`config.mk`:
```
export PLATFORM = sky130hd
export DESIGN_NAME = reg4_8_flat
export DESIGN_NICKNAME = d
export VERILOG_FILES = /design/src/rtl/reg4_8_if.sv /design/src/rtl/reg4_8.sv /design/src/flat_wrapper.sv
export SDC_FILE = /design/constraint.sdc
export NUM_CORES = 1
export LEC_CHECK = 0
export BUFFER_PORTS_ARGS = -buffer_cell sky130_fd_sc_hd__buf_4
export CAP_MARGIN = 10
export CORE_MARGIN = 2
export CORE_UTILIZATION = 50
export CTS_BUF_LIST = sky130_fd_sc_hd__clkbuf_8
export DETAILED_ROUTE_END_ITERATION = 6
export GPL_TIMING_DRIVEN = 0
export PLACE_DENSITY = 0.73
export SYNTH_ARGS = -nofsm -noshare
export SYNTH_HDL_FRONTEND = slang
export SYNTH_SLANG_ARGS = --single-unit
export TNS_END_PERCENT = 20
```
`constraint.sdc`:
```
create_clock -name Clock -period 1.78 [get_ports Clock]
set_input_delay 0 -clock Clock [delete_from_list [all_inputs] [get_ports Clock]]
set_output_delay 0 -clock Clock [all_outputs]
set_load 0.01 [all_outputs]
```
`src/rtl/reg4_8_if.sv`:
```
// Register-bank port bundle: two combinational read ports and one write port.
// The master side (datapath control) drives indices, write data and enable.
// The slave side (the register bank) returns the read data.
interface reg4_8_if #(
  parameter int WIDTH     = 8,
  parameter int ADDR_BITS = 2
);

  logic [ADDR_BITS-1:0] N1;
  logic [WIDTH-1:0]     Q1;
  logic [ADDR_BITS-1:0] N2;
  logic [WIDTH-1:0]     Q2;
  logic [ADDR_BITS-1:0] ND;
  logic [WIDTH-1:0]     DI;
  logic                 REG_WE;

  modport master (
    output N1, N2, ND, DI, REG_WE,
    input  Q1, Q2
  );

  modport slave (
    input  N1, N2, ND, DI, REG_WE,
    output Q1, Q2
  );

endinterface

```
`src/rtl/reg4_8.sv`:
```
// Architectural register bank: 2**ADDR_BITS entries of WIDTH bits.
// Two independent combinational read ports feed the ALU operands.
// One synchronous write port takes the writeback result.
// There is no write-to-read bypass: a read of the register being written
// returns the old value until the clock edge commits the new one.
// Every entry is writable; entry 0 is not hard-wired to zero.
module reg4_8 #(
  parameter int WIDTH     = 8,
  parameter int ADDR_BITS = 2
) (
  input  logic     Clock,
  input  logic     Reset,
  reg4_8_if.slave  bus
);

  localparam int DEPTH = 2 ** ADDR_BITS;

  logic [WIDTH-1:0] regs_q [DEPTH];
  logic [WIDTH-1:0] regs_d [DEPTH];

  // Next-state of the bank: hold every entry, then overlay the single writeback.
  always_comb begin
    regs_d = regs_q;
    if (bus.REG_WE) begin
      regs_d[bus.ND] = bus.DI;
    end
  end

  // Commit on the rising edge; a synchronous reset clears the bank and wins over a write.
  always_ff @(posedge Clock) begin
    if (Reset) begin
      for (int i = 0; i < DEPTH; i++) begin
        regs_q[i] <= '0;
      end
    end else begin
      regs_q <= regs_d;
    end
  end

  assign bus.Q1 = regs_q[bus.N1];
  assign bus.Q2 = regs_q[bus.N2];

endmodule

```
`src/flat_wrapper.sv`:
```
// flat-port wrapper written by rule: the top's interface ports become plain ports
module reg4_8_flat 
#(
  parameter int WIDTH     = 8,
  parameter int ADDR_BITS = 2
)
  (Clock, Reset, bus_N1, bus_N2, bus_ND, bus_DI, bus_REG_WE, bus_Q1, bus_Q2);
  reg4_8_if #(.WIDTH(WIDTH), .ADDR_BITS(ADDR_BITS)) bus_i ();
  input  logic Clock;
  input  logic Reset;
  input wire logic [$bits(bus_i.N1)-1:0] bus_N1;
  input wire logic [$bits(bus_i.N2)-1:0] bus_N2;
  input wire logic [$bits(bus_i.ND)-1:0] bus_ND;
  input wire logic [$bits(bus_i.DI)-1:0] bus_DI;
  input wire logic [$bits(bus_i.REG_WE)-1:0] bus_REG_WE;
  output wire logic [$bits(bus_i.Q1)-1:0] bus_Q1;
  output wire logic [$bits(bus_i.Q2)-1:0] bus_Q2;
  assign bus_i.N1 = bus_N1;
  assign bus_i.N2 = bus_N2;
  assign bus_i.ND = bus_ND;
  assign bus_i.DI = bus_DI;
  assign bus_i.REG_WE = bus_REG_WE;
  assign bus_Q1 = bus_i.Q1;
  assign bus_Q2 = bus_i.Q2;
  reg4_8 #(.WIDTH(WIDTH), .ADDR_BITS(ADDR_BITS)) u_core (.Clock(Clock), .Reset(Reset), .bus(bus_i));
endmodule
```
==> results.md <==
- The total clock buffers created by CTS is 5.
- After detailed routing, the average wire length per cell comes to 17.0 microns.
- The post-detailed-routing wire length is 3660 microns.
- Clock latency on the worst-skew pair, taken at its later pin, is 0.27 ns.
- The netlist uses 10 different library cells.
- The total global routing overflow is 0.
- Once the clock tree was built, the resizer swapped 0 gates to a different size.
- The final route contains 1,171 vias.
- In the final timing run, aggregate negative setup slack is 0 ns.
- The register bank with the most flops is u_core.regs_q.
- The critical path data required time is 1.78 ns.
- The initial antenna violation count is 0.
- The vias per cell is 5.42.
- The count of TritonRoute iterations in the first routing pass is 4.
- At the pin with the least slew margin, the transition time is 0.599 ns.
- The maximum clock frequency is 0.806 GHz.
- VDD sags by at most 0.415 mV.
- The run finished with clean final reports.
- 33 I/O pins were placed.
- The finished layout cell area is 0.00201 sq mm.
- The first routing iteration left 41 violations.
- Detailed placement finished with a half-perimeter wire length of 2670 microns.
- The hold violation count in the final report is 0.
- The final count of negative-setup-slack endpoints is 0.
- The largest net degree at the start of global routing is 11.
- In this run the core area contains 20 standard-cell rows.
- The min-delay analysis places its worst path in the category in -> reg.
- The area used by multi-input combinational logic is 977 sq um.
- Routability-driven placement finished with a final weighted congestion of 0.774.
- The number of global-route vias before repair is 1,305.
- The floorplan step set the die height to 61.7 microns.
- The register with the most flip-flops in the layout has 32 of them.
- The initial cell density of the core is 53.7%.
- The post-CTS repair timing setup buffer count is 0.
- Leaving out fill and tap cells, the most frequent cell in the layout is nand2b_1.
- A synthesized cell averages 12.2 sq um.
- The cell area after synthesis is 0.00167 sq mm.
- The net count of the finished layout is 188.
- The number of antenna-violating nets in the routed design is 0.
- In the routed design, unresolved DRC markers number 0.
- The tool flagged a number of max-cap violations equal to 0.
- The count of input and output buffers is 27.
- In this run, post-CTS hold repair placed 0 buffers.
- The end-of-flow core utilization is 64.9%.
- The fraction of final layout cells with drive strength greater than 1 is 32.0%.
- The total power draw is 1530 uW.
- The total nets after synthesis is 154.
- The global router's overall resource usage is 22.6%.
- The cell sitting at the root of the clock tree is a clkbuf_8.
- During synthesis, Yosys emitted a total of 0 warnings.
- The number of instances in the synthesized netlist is 137.
- The number of antenna repair diodes is 0.
- The type of element launching the critical path is a flip-flop.
- The critical setup path kind is reg -> out.
- The filler cells instantiated in the layout total 266.
- The final max-slew violation count was 0.
- The static leakage is 0.000908 uW.
- Counting I/O delays and the setup requirement, the final critical path takes 1.24 ns.
- The floorplan step set the die width to 61.7 microns.
- The share of the cycle needed by the critical path after routing is 69.7%.
- The clock arrives with 0 ns of skew.
- The total placed instance area is 0.00192 sq mm.
- In this run the number of H-tree levels came out at 2.
- The first-pass GRT wire length is 5890 microns.
- The relative area change from synthesis to final layout is 20.9%.
- The highest net fanout along the worst path is 3.
- STA puts the critical path data arrival time at 1.24 ns.
- The largest registers in the layout are u_core.regs_q x32.
- The die covers 0.00381 sq mm.
- The maximum count of clock buffers along a single path is 2.
- The register cell area after layout is 641 sq um.
- After floorplanning, the core was sized to cover 0.00310 sq mm.
- STA classifies the critical path endpoint as a primary output.
- Measured against its own limit, the worst slew margin works out to 60.0%.
- In the layout the commonest cells are nand2b_1, mux2i_1, dfxtp_1.
- The number of clock sinks is 32.
- After clock tree synthesis, the clock-pin slew on the worst setup and hold paths is 0.06 ns.
- TritonCTS built the clock tree.
- Summing the sequential cell areas from Yosys gives 38.4% of the chip area.
- For this design the ratio of total power to cell area is 758 mW/mm^2.
- Setup repair after global routing left no endpoint under its margin.
- Counting flops and latches in the post-synthesis netlist gives 32.
[logic make-up after synthesis]
| logic type | Yosys count | synth area share, % |
|---|---|---|
| AND/OR/NAND/NOR | 46 | 17.8 |
| multiplexers | 48 | 40.8 |
| buffers and inverters | 11 | 2.93 |
| flip-flops | 32 | 38.4 |
[per-stage QoR]
stage                     hold slack (ns)  setup slack (ns)  cells
final                              0.0619             0.539    216
after global routing               0.0735             0.502    216
after CTS                          0.0557             0.534    216
after detailed placement            0.344             0.787    208
after global placement              0.331             0.791    208
after floorplan                     0.221             0.995    137
[cells in the mapped netlist (all sizes together)]
cell	number	area, sq um
or3b	1	8.76
mux4	16	360
mux2i	32	320
nand3b	2	15.0
and3b	2	17.5
dfxtp	32	641
buf	6	30.0
clkbuf	5	18.8
nand2b	40	250
nand3	1	5.00
[worst paths after layout]
| check | startpoint | cells after the start | slack, ns | endpoint |
|---|---|---|---|---|
| worst min register to register | u_core.regs_q[18] | 2 | 0.49 | u_core.regs_q[18] |
| worst max-delay path | u_core.regs_q[5] | 2 | 0.54 | bus_Q2[5] |
| worst max register to register | u_core.regs_q[24] | 2 | 1.14 | u_core.regs_q[24] |
| worst min-delay path | bus_DI[2] | 3 | 0.06 | u_core.regs_q[18] |
[layer usage]
metal | routed length [microns] | GRT usage, % | vias up
met5 | 0 | 0 | -
met4 | 69 | 10.3 | 0
met2 | 2050 | 42.3 | 24
met1 | 1440 | 22.5 | 578
met3 | 106 | 7.25 | 9
li1 | - | - | 560
[power by group]
group          internal, uW  switching [uW]
registers               742            18.0
logic                   115            93.9
clock network           304             255
[final cells by class]
| type | count | share of cell area (%) |
|---|---|---|
| plain buffers | 11 | 2.42 |
| clock buffers | 6 | 4.10 |
| clock inverters | 2 | 0.373 |
| multi-input cells | 94 | 48.5 |
| flip-flops and latches | 32 | 31.8 |
| well taps | 44 | 2.73 |
| repair buffers | 27 | 10.1 |
[worst max-delay path: stages, from the launching register on]
cell,delay [ns]
dfxtp_1,0.33
mux4_2,0.48
buf_4,0.16
Note: power is estimated with default switching activity, not from simulation.
